==> config.mk <==
export PLATFORM = sky130hd
export DESIGN_NAME = issue_buffer
export DESIGN_NICKNAME = d
export VERILOG_FILES = /design/src/rtl/issue_buffer.sv
export SDC_FILE = /design/constraint.sdc
export NUM_CORES = 1
export LEC_CHECK = 0
export CAP_MARGIN = 20
export CORE_UTILIZATION = 55
export DETAILED_ROUTE_END_ITERATION = 8
export PLACE_DENSITY = 0.81
export SYNTH_ARGS = -nofsm -noshare
export SYNTH_HDL_FRONTEND = slang
export SYNTH_SLANG_ARGS = --single-unit
==> constraint.sdc <==
create_clock -name clk -period 11.5 [get_ports clk]
set_input_delay 2.875 -clock clk [delete_from_list [all_inputs] [get_ports clk]]
set_output_delay 2.875 -clock clk [all_outputs]
set_load 0.02 [all_outputs]
==> src/rtl/issue_buffer.sv <==
// Bundle queue between fetch and decode: drops Nop slots, issues one instruction per cycle.
// Latency: a bundle captured at edge N into an empty queue issues at edge N+1.
// Backpressure: issue_stall freezes issue; registered interlock freezes fetch when fewer than 2 entries are free.
// Optional perf counters: define ISSUE_BUFFER_PERF_CNT_EN.
module issue_buffer #(
    parameter int          DEPTH      = 4,
    parameter logic [5:0]  NOP_OPCODE = 6'b000000
) (
    input  logic        clk,
    input  logic        rst,
    input  logic [63:0] bundle_in,
    input  logic [31:0] bundle_pc,
    input  logic        branch_flag,
    input  logic        issue_stall,
    output logic        interlock,
    output logic        issue_valid,
    output logic [31:0] issue_inst,
    output logic [31:0] issue_pc,
    output logic        issue_slot
`ifdef ISSUE_BUFFER_PERF_CNT_EN
    ,
    output logic [31:0] perf_issued,
    output logic [31:0] perf_interlock
`endif
);

    localparam int AW = $clog2(DEPTH);
    localparam logic [31:0] NOP_INST = {NOP_OPCODE, 26'b0};

    logic [63:0]   q_bundle [DEPTH];
    logic [31:0]   q_pc     [DEPTH];
    logic [AW-1:0] wr_ptr;
    logic [AW-1:0] rd_ptr;
    logic [AW:0]   count;
    logic          slot_ptr;

    logic          in_slot0_nop;
    logic          in_slot1_nop;
    logic          enq;
    logic [31:0]   head_slot0;
    logic [31:0]   head_slot1;
    logic          head_vld;
    logic          take_slot0;
    logic          deq;
    logic [AW:0]   count_nxt;
    logic          interlock_nxt;

    always_comb begin
        in_slot0_nop  = (bundle_in[63:58] == NOP_OPCODE);
        in_slot1_nop  = (bundle_in[31:26] == NOP_OPCODE);
        enq           = !interlock && !branch_flag && !(in_slot0_nop && in_slot1_nop);
        head_slot0    = q_bundle[rd_ptr][63:32];
        head_slot1    = q_bundle[rd_ptr][31:0];
        head_vld      = (count != '0);
        // Queued entries always hold at least one real slot, so slot1 is the fallback.
        take_slot0    = !slot_ptr && (head_slot0[31:26] != NOP_OPCODE);
        deq           = head_vld && !issue_stall &&
                        (!take_slot0 || (head_slot1[31:26] == NOP_OPCODE));
        count_nxt     = count + (AW+1)'(enq) - (AW+1)'(deq);
        interlock_nxt = (count_nxt > (AW+1)'(DEPTH - 2));
    end

    always_ff @(posedge clk) begin
        if (enq) begin
            q_bundle[wr_ptr] <= bundle_in;
            q_pc[wr_ptr]     <= bundle_pc;
        end
    end

    always_ff @(posedge clk) begin
        if (rst) begin
            wr_ptr      <= '0;
            rd_ptr      <= '0;
            count       <= '0;
            slot_ptr    <= 1'b0;
            interlock   <= 1'b0;
            issue_valid <= 1'b0;
            issue_inst  <= NOP_INST;
            issue_pc    <= '0;
            issue_slot  <= 1'b0;
        end else if (branch_flag) begin
            wr_ptr      <= '0;
            rd_ptr      <= '0;
            count       <= '0;
            slot_ptr    <= 1'b0;
            interlock   <= 1'b0;
            issue_valid <= 1'b0;
            issue_inst  <= NOP_INST;
        end else begin
            if (enq) begin
                wr_ptr <= wr_ptr + AW'(1);
            end
            if (!issue_stall) begin
                if (head_vld) begin
                    issue_valid <= 1'b1;
                    issue_inst  <= take_slot0 ? head_slot0 : head_slot1;
                    issue_pc    <= q_pc[rd_ptr];
                    issue_slot  <= !take_slot0;
                    if (deq) begin
                        rd_ptr   <= rd_ptr + AW'(1);
                        slot_ptr <= 1'b0;
                    end else begin
                        slot_ptr <= 1'b1;
                    end
                end else begin
                    issue_valid <= 1'b0;
                    issue_inst  <= NOP_INST;
                end
            end
            count     <= count_nxt;
            interlock <= interlock_nxt;
        end
    end

    // The interlock margin should make this unreachable.
    a_no_overflow: assert property (@(posedge clk) disable iff (rst)
        !(enq && (count == (AW+1)'(DEPTH))));

`ifdef ISSUE_BUFFER_PERF_CNT_EN
    always_ff @(posedge clk) begin
        if (rst) begin
            perf_issued    <= '0;
            perf_interlock <= '0;
        end else begin
            if (issue_valid && !issue_stall) begin
                perf_issued <= perf_issued + 32'd1;
            end
            if (interlock) begin
                perf_interlock <= perf_interlock + 32'd1;
            end
        end
    end
`endif

endmodule

==> impl_results.rst, run 1 <==
.. list-table::
   :header-rows: 1

   * - Metric
     - Value
   * - Status
     - finished, final reports clean
   * - Cell variety after synth
     - 38
   * - Total power divided by cell area
     - 166.7 nW/um^2
   * - Latest clock arrival within the worst-skew pair
     - 0.53 ns
   * - Met2 routed WL
     - 17270 microns
   * - Final period demand of the worst path
     - 5.423 ns
   * - CTS Hold Bufs
     - 0
   * - Final-layout fill cell count
     - 1859
   * - R2R setup slack
     - 7.61 ns
   * - Sum of negative setup slack
     - 0 ns
   * - Post-synth EDFFs
     - 384
   * - Die area
     - 31450 sq um
   * - Number of remaining DRC errors
     - 0
   * - Clock transition time at the flip-flop clock pins of the worst setup and hold paths
     - 0.06 ns
   * - Most common library cell in the layout ignoring fill and taps
     - edfxtp_1
   * - List of cells traversed by the critical path
     - buf_2 > nor2_1 > nand3_1 > o21ai_0 > ha_1 > inv_1 > ha_1 > inv_1 > fa_1 > xor2_1 > xnor2_1 > nor2_1 > a21o_1
   * - Number of buffers and inverters on the critical path
     - 3
   * - Routed via count divided by cell count
     - between 5 and 6
   * - Top sig layer
     - met5
   * - Commonest cells after routing, fill and taps aside
     - 384 x edfxtp_1, 165 x clkdlybuf4s50_1, 96 x mux4_2, 96 x nand2_1, 74 x dfxtp_1
   * - Cell count after synthesis
     - 876
   * - Metal3 WL
     - 2350 microns
   * - Critical Path Source Type
     - input pin
   * - Setup repair after global routing missed its margin
     - false
   * - Sequential cell area fraction in the yosys report
     - 0.7730
   * - Count of placed standard cells in the final layout, fillers left out
     - 1481
   * - Vertical die dimension
     - roughly 180 microns
   * - Finished Cell Area
     - 20400 sq um
   * - Nets@finish
     - 1160
   * - Type of the tightest min-delay check
     - reg2reg
   * - Final hold viol count
     - 0
   * - Setup Viol. Count Final
     - 0
   * - WHS Endpoint
     - issue_pc[25]$_SDFFE_PP0P_
   * - Std-Cell Rows
     - 63
   * - # IOs
     - 167
   * - Path depth of the worst reg2reg path
     - 14
   * - DRT Pass-1 Iters
     - 5
   * - Total vias in the final route
     - around 9000
   * - Number of maximum-capacitance constraint violations
     - 0
   * - Initial antenna violation count
     - 2
   * - Vias in the first global route
     - 9165
   * - TritonCTS clock tree
     - done
   * - Overall die width
     - about 180 microns
   * - Data arrival, critical path
     - 5.85 ns
   * - Remaining max-slew budget at the tightest pin
     - 0.2885
   * - Upper clock frequency limit
     - 184.4 MHz
   * - # H-tree levels
     - 2
   * - Grt total ovfl
     - 0
   * - Avg Inst Size Synth
     - 19.31 sq um
   * - Detailed-routing wirelength on met1
     - 13900 microns
   * - Area of the core
     - between 20000 and 30000 sq um
   * - Worst flop-to-flop path endpoint
     - interlock$_SDFF_PP0_
   * - Cell family with the largest share of critical-path delay
     - simple AND/OR/NAND/NOR gates
   * - Initial detailed-routing violation count
     - 892
   * - Crit path required time
     - ~12 ns
   * - Total Routed Length
     - around 34000 microns
   * - Peak supply drop
     - between 100 and 150 uV
   * - Hold-critical path depth
     - 2
   * - CP Capture Type
     - register
   * - Total of warnings raised by yosys
     - 0
   * - Transition at the pin with the smallest max-transition slack
     - ~1.1 ns
   * - Wire length per cell
     - 23.04 microns
   * - DP HPWL
     - ~19000 microns
   * - Part of the cycle the worst path needs
     - 0.4716
   * - Worst-case clock buffer depth
     - 3
   * - Overall fraction of global-route tracks in use
     - 0.2219
   * - Peak per-stage delay on the critical path
     - 0.79 ns
   * - Critical path's slowest cell
     - nor2_1
   * - Area of placed instances
     - 18940 sq um
   * - Last weighted congestion value of the routability-driven placer
     - 0.7793
   * - Initial Util
     - 0.5646
   * - Clock buffers created by TritonCTS
     - 45
   * - Worst clock skew on the final layout
     - approximately 0.0075 ns
   * - Total placed cells including tap cells
     - 1393
   * - Number of instances resized during post-cts repair
     - 0
   * - Count of input and output buffers
     - 166
   * - Share of final-layout standard cells stronger than drive strength 1
     - 0.1679
   * - Min-delay src
     - issue_pc[25]$_SDFFE_PP0P_
   * - CTS Root Buffer Type
     - clkbuf_16
   * - Register bit total from synthesis
     - 461
   * - Remaining number of nets flagged by the antenna check after routing
     - 0
   * - Number of sinks handled by clock tree synthesis
     - 461
   * - Wire length of the first global-routing pass
     - 51700 microns
   * - Critical Path Fanout Max
     - 43
   * - Net count after synthesis
     - 983
   * - Max Slew Vio Count
     - 0
   * - Post-CTS Setup Bufs
     - 0
   * - Most used flip-flop cell after synthesis
     - edfxtp_1
   * - Cell Area, Synth
     - 16910 sq um
   * - Largest net degree at the start of global routing
     - 74
   * - FFs w/ async S/R, synth
     - 0
   * - Class of the most critical setup path
     - in2reg
   * - Area delta synth->final
     - 20.61%
   * - Leakage
     - 6.331 nW
-- metrics by stage --
| step | total power, mW | utilization | worst slack (ns) | hold slack (ns) |
|---|---|---|---|---|
| final | 3.401 | 0.6810 | 6.077 | 0.4521 |
| after global routing | 3.495 | 0.6809 | 5.861 | 0.4766 |
| after CTS | 3.424 | 0.6789 | 5.498 | 0.4552 |
| after detailed placement | 2.050 | 0.6325 | 4.989 | 0.4464 |
| after global placement | 2.044 | 0.6325 | 5.100 | 0.4414 |
| after floorplan | 1.969 | - | 5.192 | 0.5224 |
-- worst max-delay path by stage --
stage | start | to | slack (ns) | cells after the start
6_report | issue_stall | interlock$_SDFF_PP0_ | 6.08 | 13
5_1_grt | issue_stall | interlock$_SDFF_PP0_ | 5.86 | 13
4_1_cts | bundle_in[28] | q_bundle[3][21]$_DFFE_PP_ | 5.50 | 5
3_5_place_dp | bundle_in[27] | q_bundle[0][45]$_DFFE_PP_ | 4.99 | 5
3_3_place_gp | bundle_in[60] | q_bundle[3][39]$_DFFE_PP_ | 5.10 | 5
2_1_floorplan | bundle_in[63] | q_bundle[0][0]$_DFFE_PP_ | 5.19 | 3
-- layout make-up --
type,count,area (sq um),share of cell area
diodes,1,2.502,0.0001227
clock buffers,67,1261,0.06183
clock inverters,17,128.9,0.006318
inverters,6,22.52,0.001104
multi-input cells,358,3608,0.1769
flip-flops and latches,461,13080,0.6412
well taps,390,488.0,0.02392
repair buffers,181,1807,0.08858
-- registers in the layout (all words and copies together) (netlist names), named ones only --
register	cells
issue_valid	1
q_bundle	256
issue_slot	1
interlock	1
wr_ptr	2
issue_pc	32
count	3
rd_ptr	2
slot_ptr	1
issue_inst	32
q_pc	128
-- per-layer routing --
layer,track usage,vias up
li1,-,3871
met1,0.3031,4473
met2,0.3743,374
met3,0.03685,52
met4,0.05734,2
met5,0,-
-- power breakdown --
part	internal [mW]	switching [mW]
combinational	0.0684	0.0810
clock	0.804	0.579
sequential	1.86	0.0129
-- logic make-up after synthesis --
kind of cell	count (synthesis)	share of synthesized area
xor gates and xnor gates	3	0.001554
AOI/OAI and AO/OA	125	0.04543
and+or+nand+nor	127	0.03174
DFF	461	0.7730
muxes	96	0.1278
buffers and inverters	57	0.01480
adders and majority gates	7	0.005623
-- cell usage after synthesis, drive strengths merged, types with 2 or more instances --
| master | n | area [sq um] |
|---|---|---|
| edfxtp | 384 | 11530 |
| mux4 | 96 | 2162 |
| nand2 | 96 | 360.4 |
| dfxtp | 77 | 1541 |
| a21oi | 70 | 350.3 |
| clkbuf | 36 | 135.1 |
| a22oi | 31 | 232.7 |
| buf | 15 | 92.58 |
| nor2 | 11 | 41.29 |
| o21ai | 8 | 40.04 |
| a211oi | 7 | 62.56 |
| and2 | 6 | 37.54 |
| ha | 6 | 75.07 |
| inv | 6 | 22.52 |
| nor4 | 5 | 46.29 |
| nand3 | 2 | 10.01 |
| nor3 | 2 | 10.01 |
| o211ai | 2 | 15.01 |
| or2 | 2 | 12.51 |
| xnor2 | 2 | 17.52 |
-- worst register-to-register path, cell delays in order (launching register included) --
cell,delay (ns)
dfxtp_2,0.31
buf_4,0.71
mux4_2,0.50
nor4_4,0.52
nand3_1,0.16
o21ai_0,0.14
ha_1,0.25
inv_1,0.06
ha_1,0.13
inv_1,0.05
fa_1,0.39
xor2_1,0.17
xnor2_1,0.14
nor2_1,0.07
a21o_1,0.19
(Power assumes the default switching activity.)
==> inputs of run 2 (changes only) <==
==> constraint.sdc (replaced) <==
create_clock -name clk -period 5.1 [get_ports clk]
set_input_delay 1.275 -clock clk [delete_from_list [all_inputs] [get_ports clk]]
set_output_delay 1.275 -clock clk [all_outputs]
set_load 0.02 [all_outputs]
==> run 2 against run 1 <==
- worst setup slack got worse by 4.5 ns
- sequential power increased by 130%
- clock power is 140% higher
- combinational power grew 130%
- utilization is 0.71 points higher
- sequential share of layout area is 0.66 points lower
- wire length decreased by 0.98%
- die area did not move
- non-clock buffer count up 6
- register-to-register slack got worse by 6.0 ns
- critical path depth is 1 higher
- critical path type unchanged
- critical endpoint unchanged
- largest cell class unchanged
- largest power group unchanged
==> impl_results.rst, run 2 (synthesis results as in run 1) <==
.. list-table::
   :header-rows: 1

   * - Metric
     - Value
   * - Status
     - finished, final reports clean
   * - Vertical die dimension
     - 177.4 microns (unchanged)
   * - Critical Path Fanout Max
     - 8 (-81%)
   * - Util after Layout
     - 0.6881 (+0.007101)
   * - Largest registers
     - q_bundle x256, q_pc x128
   * - Leakage
     - 6.445 nW (+1.8%)
   * - Initial antenna violation count
     - 3 (+1)
   * - Die area
     - 31450 sq um (unchanged)
   * - Share of final-layout standard cells stronger than drive strength 1
     - 0.1803 (+0.01244)
   * - Termination of the worst setup path
     - interlock$_SDFF_PP0_
   * - Type of the tightest min-delay check
     - reg2reg
   * - CP Capture Type
     - register
   * - Number of instances resized during post-cts repair
     - 0 (unchanged)
   * - Beginning of the critical path
     - bundle_in[29]
   * - Overall die width
     - 177.4 microns (unchanged)
   * - R2R setup slack
     - 1.62 ns (-5.99 ns)
   * - Largest net degree at the start of global routing
     - 53 (-28%)
   * - Most flops, register
     - q_bundle
   * - Max Slew Vio Count
     - 0 (unchanged)
   * - Remaining max-slew budget at the tightest pin
     - 0.3639 (+0.07544)
   * - Largest register FFs
     - 256 (unchanged)
   * - Total placed cells including tap cells
     - 1400 (+0.50%)
   * - Count of placed standard cells in the final layout, fillers left out
     - 1489 (+0.54%)
   * - CTS Hold Bufs
     - 0 (unchanged)
   * - Routed via count divided by cell count
     - 5.859 (-1.1%)
   * - Wire length per cell
     - 22.69 microns (-1.5%)
   * - Last weighted congestion value of the routability-driven placer
     - 0.7580 (-2.7%)
   * - Setup repair after global routing missed its margin
     - false
   * - Final hold viol count
     - 0 (unchanged)
   * - # IOs
     - 167 (unchanged)
   * - Initial Util
     - 0.5646 (unchanged)
   * - Worst flop-to-flop path endpoint
     - interlock$_SDFF_PP0_
   * - Most common library cell in the layout ignoring fill and taps
     - edfxtp_1
   * - Area of the core
     - 29950 sq um (unchanged)
   * - CTS Root Buffer Type
     - clkbuf_16
   * - Post-CTS Setup Bufs
     - 0 (unchanged)
   * - Setup Viol. Count Final
     - 0 (unchanged)
   * - Final period demand of the worst path
     - 3.565 ns
   * - Crit path required time
     - 5.52 ns (-6.40 ns)
   * - Nets@finish
     - 1167 (+0.60%)
   * - Worst-case clock buffer depth
     - 3 (unchanged)
   * - DRT Pass-1 Iters
     - 5 (unchanged)
   * - Remaining number of nets flagged by the antenna check after routing
     - 0 (unchanged)
   * - # H-tree levels
     - 2 (unchanged)
   * - Number of remaining DRC errors
     - 0 (unchanged)
   * - Grt total ovfl
     - 0 (unchanged)
   * - Part of the cycle the worst path needs
     - 0.6990
   * - Area of placed instances
     - 19050 sq um (+0.54%)
   * - Area delta synth->final
     - 21.87%
   * - Total power divided by cell area
     - 381.8 nW/um^2 (+130%)
   * - Latest clock arrival within the worst-skew pair
     - 0.53 ns (about the same)
   * - Overall fraction of global-route tracks in use
     - 0.2203 (-0.001529)
   * - Std-Cell Rows
     - 63 (unchanged)
   * - Number of maximum-capacitance constraint violations
     - 0 (unchanged)
   * - Sum of negative setup slack
     - 0 ns (unchanged)
   * - Data arrival, critical path
     - 3.99 ns (-1.86 ns)
   * - Clock transition time at the flip-flop clock pins of the worst setup and hold paths
     - 0.06 ns (about the same)
   * - Peak supply drop
     - 317.7 uV (+160%)
   * - Worst clock skew on the final layout
     - 0.008376 ns (+0.0008295 ns)
   * - Class of the most critical setup path
     - in2reg
   * - Final Hold Slack
     - 0.4544 ns (+0.002254 ns)
   * - Initial detailed-routing violation count
     - 778 (-13%)
   * - Upper clock frequency limit
     - 280.5 MHz
   * - Finished Cell Area
     - 20610 sq um (+1.0%)
   * - Vias in the first global route
     - 9156 (-0.098%)
   * - TritonCTS clock tree
     - done
   * - DP HPWL
     - 19620 microns (+3.8%)
   * - Commonest cells after routing, fill and taps aside
     - 384 x edfxtp_1, 165 x clkdlybuf4s50_1, 96 x mux4_2, 96 x nand2_1, 74 x dfxtp_1
   * - Count of input and output buffers
     - 166 (unchanged)
   * - Transition at the pin with the smallest max-transition slack
     - 0.9541 ns (-0.1132 ns)
   * - Total Routed Length
     - 33780 microns (-0.98%)
   * - Critical Path Source Type
     - input pin
   * - Path depth of the worst reg2reg path
     - 13 (-1)
   * - Wire length of the first global-routing pass
     - 51340 microns (-0.69%)
   * - Total vias in the final route
     - 8724 (-0.55%)
   * - Clock buffers created by TritonCTS
     - 46 (+2.2%)
   * - Number of sinks handled by clock tree synthesis
     - 461 (unchanged)
==> run 2: changes by cell type in the layout (fill, tap and decap cells not counted), sizes merged <==
cell    delta
inv        -1
bufinv     +1
clkinv     +2
buf        +6
==> run 2: worst min-delay path by stage <==
stage | startpoint | end | slack, ns | cells after the start
3_3_place_gp | issue_pc[8]$_SDFFE_PP0P_ | issue_pc[8]$_SDFFE_PP0P_ | 0.44 | 2
2_1_floorplan | count[2]$_SDFF_PP0_ | count[2]$_SDFF_PP0_ | 0.52 | 2
3_5_place_dp | issue_pc[29]$_SDFFE_PP0P_ | issue_pc[29]$_SDFFE_PP0P_ | 0.45 | 2
6_report | issue_pc[25]$_SDFFE_PP0P_ | issue_pc[25]$_SDFFE_PP0P_ | 0.45 | 2
5_1_grt | issue_pc[25]$_SDFFE_PP0P_ | issue_pc[25]$_SDFFE_PP0P_ | 0.46 | 2
4_1_cts | issue_pc[29]$_SDFFE_PP0P_ | issue_pc[29]$_SDFFE_PP0P_ | 0.45 | 2
==> run 2: metrics by stage <==
step	setup WS (ns)	power [mW]
after floorplan	0.3916	4.440
after global placement	1.022	4.616
after detailed placement	0.9864	4.631
after CTS	1.541	7.912
after global routing	1.339	8.085
final	1.535	7.868
==> run 2: cell type report <==
type                            instances  area, sq um
Timing Repair Buffer                  187         1904
Fill cell                            1875         9344
Inverter                                6        22.52
Clock buffer                           67         1344
Tap cell                              390        488.0
Clock inverter                         19        161.4
Sequential cell                       461        13080
Antenna cell                            1        2.502
Multi-Input combinational cell        358         3608
==> run 2: worst max-delay path: stages <==
cell and delay (ns):
clkdlybuf4s50_1 0.48, nor4_1 0.40, a311oi_1 0.16, buf_4 0.19, inv_1 0.06, ha_1 0.22, inv_1 0.05, ha_1 0.12
inv_1 0.05, fa_1 0.39, xor2_1 0.17, xnor2_1 0.14, nor2_1 0.07, a21o_1 0.19
==> run 2: per-layer routing <==
metal,GRT usage,vias up,wire [microns]
met2,0.3690,348,16710
li1,-,3874,-
met4,0.06446,4,803
met1,0.2949,4429,13880
met3,0.04456,69,2363
met5,0,-,29
==> run 2: power by group <==
part / leakage, nW / switching, mW / internal, mW
sequential: 4.15 / 0.0274 / 4.18
combinational: 1.55 / 0.182 / 0.161
clock: 0.744 / 1.34 / 1.98
==> inputs of run 3 (changes only) <==
==> constraint.sdc (replaced) <==
create_clock -name clk -period 3.6 [get_ports clk]
set_input_delay 0.9 -clock clk [delete_from_list [all_inputs] [get_ports clk]]
set_output_delay 0.9 -clock clk [all_outputs]
set_load 0.02 [all_outputs]
==> run 3 against run 2 <==
- first-iteration DRC count decreased by 6.3%
- critical path type is now reg2reg
- global-route usage increased by 0.90 points
- power increased by 38%
- non-clock buffer count increased by 21
- via count increased by 1.1%
- sequential share of layout area decreased by 0.29 points
- largest power group unchanged
==> impl_results.rst, run 3 (synthesis results as in run 1) <==
.. list-table::
   :header-rows: 1

   * - Metric
     - Value
   * - Total vias in the final route
     - 8817 (+1.1%)
   * - Type of the tightest min-delay check
     - reg2reg
   * - Largest register FFs
     - 256 (unchanged)
   * - Critical path's slowest cell
     - mux4_2
   * - Critical Path Fanout Max
     - 13 (+5)
   * - Power Total
     - 10.87 mW (+38%)
   * - DP HPWL
     - 20880 microns (+6.4%)
   * - Share of final-layout standard cells stronger than drive strength 1
     - 0.1894 (+0.009080)
   * - Util after Layout
     - 0.6912 (+0.003175)
   * - Number of remaining DRC errors
     - 0 (unchanged)
   * - Overall fraction of global-route tracks in use
     - 0.2293 (+0.009002)
   * - Setup Viol. Count Final
     - 0 (unchanged)
   * - Largest registers
     - q_bundle x256, q_pc x128
   * - Post-CTS Setup Bufs
     - 0 (unchanged)
   * - DRT Pass-1 Iters
     - 5 (unchanged)
   * - Crit path required time
     - 4.02 ns (-1.50 ns)
   * - Finished Cell Area
     - 20700 sq um (+0.46%)
   * - Final hold viol count
     - 0 (unchanged)
   * - Class of the most critical setup path
     - reg2reg
   * - Wire length of the first global-routing pass
     - 53720 microns (+4.6%)
   * - Std-Cell Rows
     - 63 (unchanged)
   * - Remaining number of nets flagged by the antenna check after routing
     - 0 (unchanged)
   * - Max Slew Vio Count
     - 0 (unchanged)
   * - Largest net degree at the start of global routing
     - 53 (unchanged)
   * - Die area
     - 31450 sq um (unchanged)
   * - Number of sinks handled by clock tree synthesis
     - 461 (unchanged)
   * - CTS Hold Bufs
     - 0 (unchanged)
   * - Peak per-stage delay on the critical path
     - 0.55 ns (+0.07 ns)
   * - Cell family with the largest share of critical-path delay
     - adder cells
   * - Wire length per cell
     - 23.19 microns (+2.2%)
   * - Part of the cycle the worst path needs
     - 0.9113
   * - Last weighted congestion value of the routability-driven placer
     - 0.7775 (+2.6%)
   * - Transition at the pin with the smallest max-transition slack
     - 0.9258 ns (-0.02832 ns)
   * - Most common library cell in the layout ignoring fill and taps
     - edfxtp_1
   * - Grt total ovfl
     - 0 (unchanged)
   * - Latest clock arrival within the worst-skew pair
     - 0.54 ns (about the same)
   * - Upper clock frequency limit
     - ~300 MHz
   * - Initial detailed-routing violation count
     - 729 (-6.3%)
   * - Initial Util
     - 0.5646 (unchanged)
   * - TritonCTS clock tree
     - done
   * - Number of instances resized during post-cts repair
     - 0 (unchanged)
   * - Area delta synth->final
     - 22.43%
   * - Final period demand of the worst path
     - about 3.3 ns
   * - Area of the core
     - 29950 sq um (unchanged)
   * - Clock buffers created by TritonCTS
     - 45 (-2.2%)
   * - Clock transition time at the flip-flop clock pins of the worst setup and hold paths
     - 0.06 ns (about the same)
   * - # IOs
     - 167 (unchanged)
   * - Total Routed Length
     - 34930 microns (+3.4%)
   * - Number of maximum-capacitance constraint violations
     - 0 (unchanged)
   * - Final Hold Slack
     - 0.4573 ns (+0.002928 ns)
   * - Vias in the first global route
     - 9436 (+3.1%)
   * - Area of placed instances
     - 19300 sq um (+1.3%)
   * - Vertical die dimension
     - 177.4 microns (unchanged)
   * - Overall die width
     - 177.4 microns (unchanged)
   * - Total placed cells including tap cells
     - 1422 (+1.6%)
   * - Count of input and output buffers
     - 166 (unchanged)
   * - Number of buffers and inverters on the critical path
     - 2 (-3)
   * - Leakage
     - 6.487 nW (+0.65%)
   * - Status
     - finished, final reports clean
   * - Data arrival, critical path
     - 3.70 ns (-0.29 ns)
   * - Critical Path Source Type
     - register
   * - Peak supply drop
     - 436.3 uV (+37%)
   * - Routed via count divided by cell count
     - 5.855 (about the same)
   * - Post-placement setup slack
     - -0.07051 ns (-1.057 ns)
   * - Worst-case clock buffer depth
     - 3 (unchanged)
   * - R2R setup slack
     - 0.32 ns (-1.30 ns)
   * - CTS Root Buffer Type
     - clkbuf_16
   * - Sum of negative setup slack
     - 0 ns (unchanged)
   * - Total power divided by cell area
     - 524.9 nW/um^2 (+37%)
   * - Most flops, register
     - q_bundle
   * - Setup repair after global routing missed its margin
     - false
   * - Count of placed standard cells in the final layout, fillers left out
     - 1506 (+1.1%)
   * - Nets@finish
     - 1187 (+1.7%)
   * - List of cells traversed by the critical path
     - mux4_2 > nor4_1 > a21oi_1 > o21ai_0 > ha_1 > inv_1 > ha_1 > inv_1 > fa_1 > xor2_1 > xnor2_1 > nor2_1 > a21o_1
   * - Initial antenna violation count
     - 3 (unchanged)
   * - Commonest cells after routing, fill and taps aside
     - 384 x edfxtp_1, 165 x clkdlybuf4s50_1, 96 x mux4_2, 96 x nand2_1, 73 x dfxtp_1
   * - CP Capture Type
     - register
   * - # H-tree levels
     - 2 (unchanged)
   * - Min setup slack post-route
     - 0.3195 ns (-1.216 ns)
   * - Worst clock skew on the final layout
     - 0.01918 ns (+0.01080 ns)
   * - Remaining max-slew budget at the tightest pin
     - 0.3828 (+0.01888)
-- run 3: area by class of cell --
cell class,instances,area (sq um)
flip-flops and latches,461,13080
diodes,2,5.005
fillers,1846,9249
repair buffers,208,2130
multi-input cells,358,3608
inverters,6,22.52
clock inverters,11,90.09
clock buffers,70,1281
well taps,390,488.0
-- run 3: final timing paths --
path                              from  cells after the start                        end
max                           register                     13       interlock$_SDFF_PP0_
min          issue_pc[31]$_SDFFE_PP0P_                      2  issue_pc[31]$_SDFFE_PP0P_
max reg2reg                   register                     13       interlock$_SDFF_PP0_
min reg2reg  issue_pc[31]$_SDFFE_PP0P_                      2  issue_pc[31]$_SDFFE_PP0P_
-- run 3: worst min-delay path: stages, from the launching register on --
cell	delay, ns
dfxtp_1	0.31
nand2_1	0.05
a21oi_1	0.05
-- run 3: metal layers --
metal	routed length, microns	share of wire	GRT usage	vias to the layer above
li1	-	-	-	3912
met1	13820	0.40	0.3016	4515
met2	18000	0.52	0.3929	340
met3	2619	0.075	0.04820	48
met4	481	0.014	0.05662	2
met5	17	0.00049	0	-
-- run 3: power breakdown --
group,internal [mW],switching [mW]
clock,2.52,1.87
combinational,0.249,0.263
sequential,5.92,0.0411
total,8.69,2.18
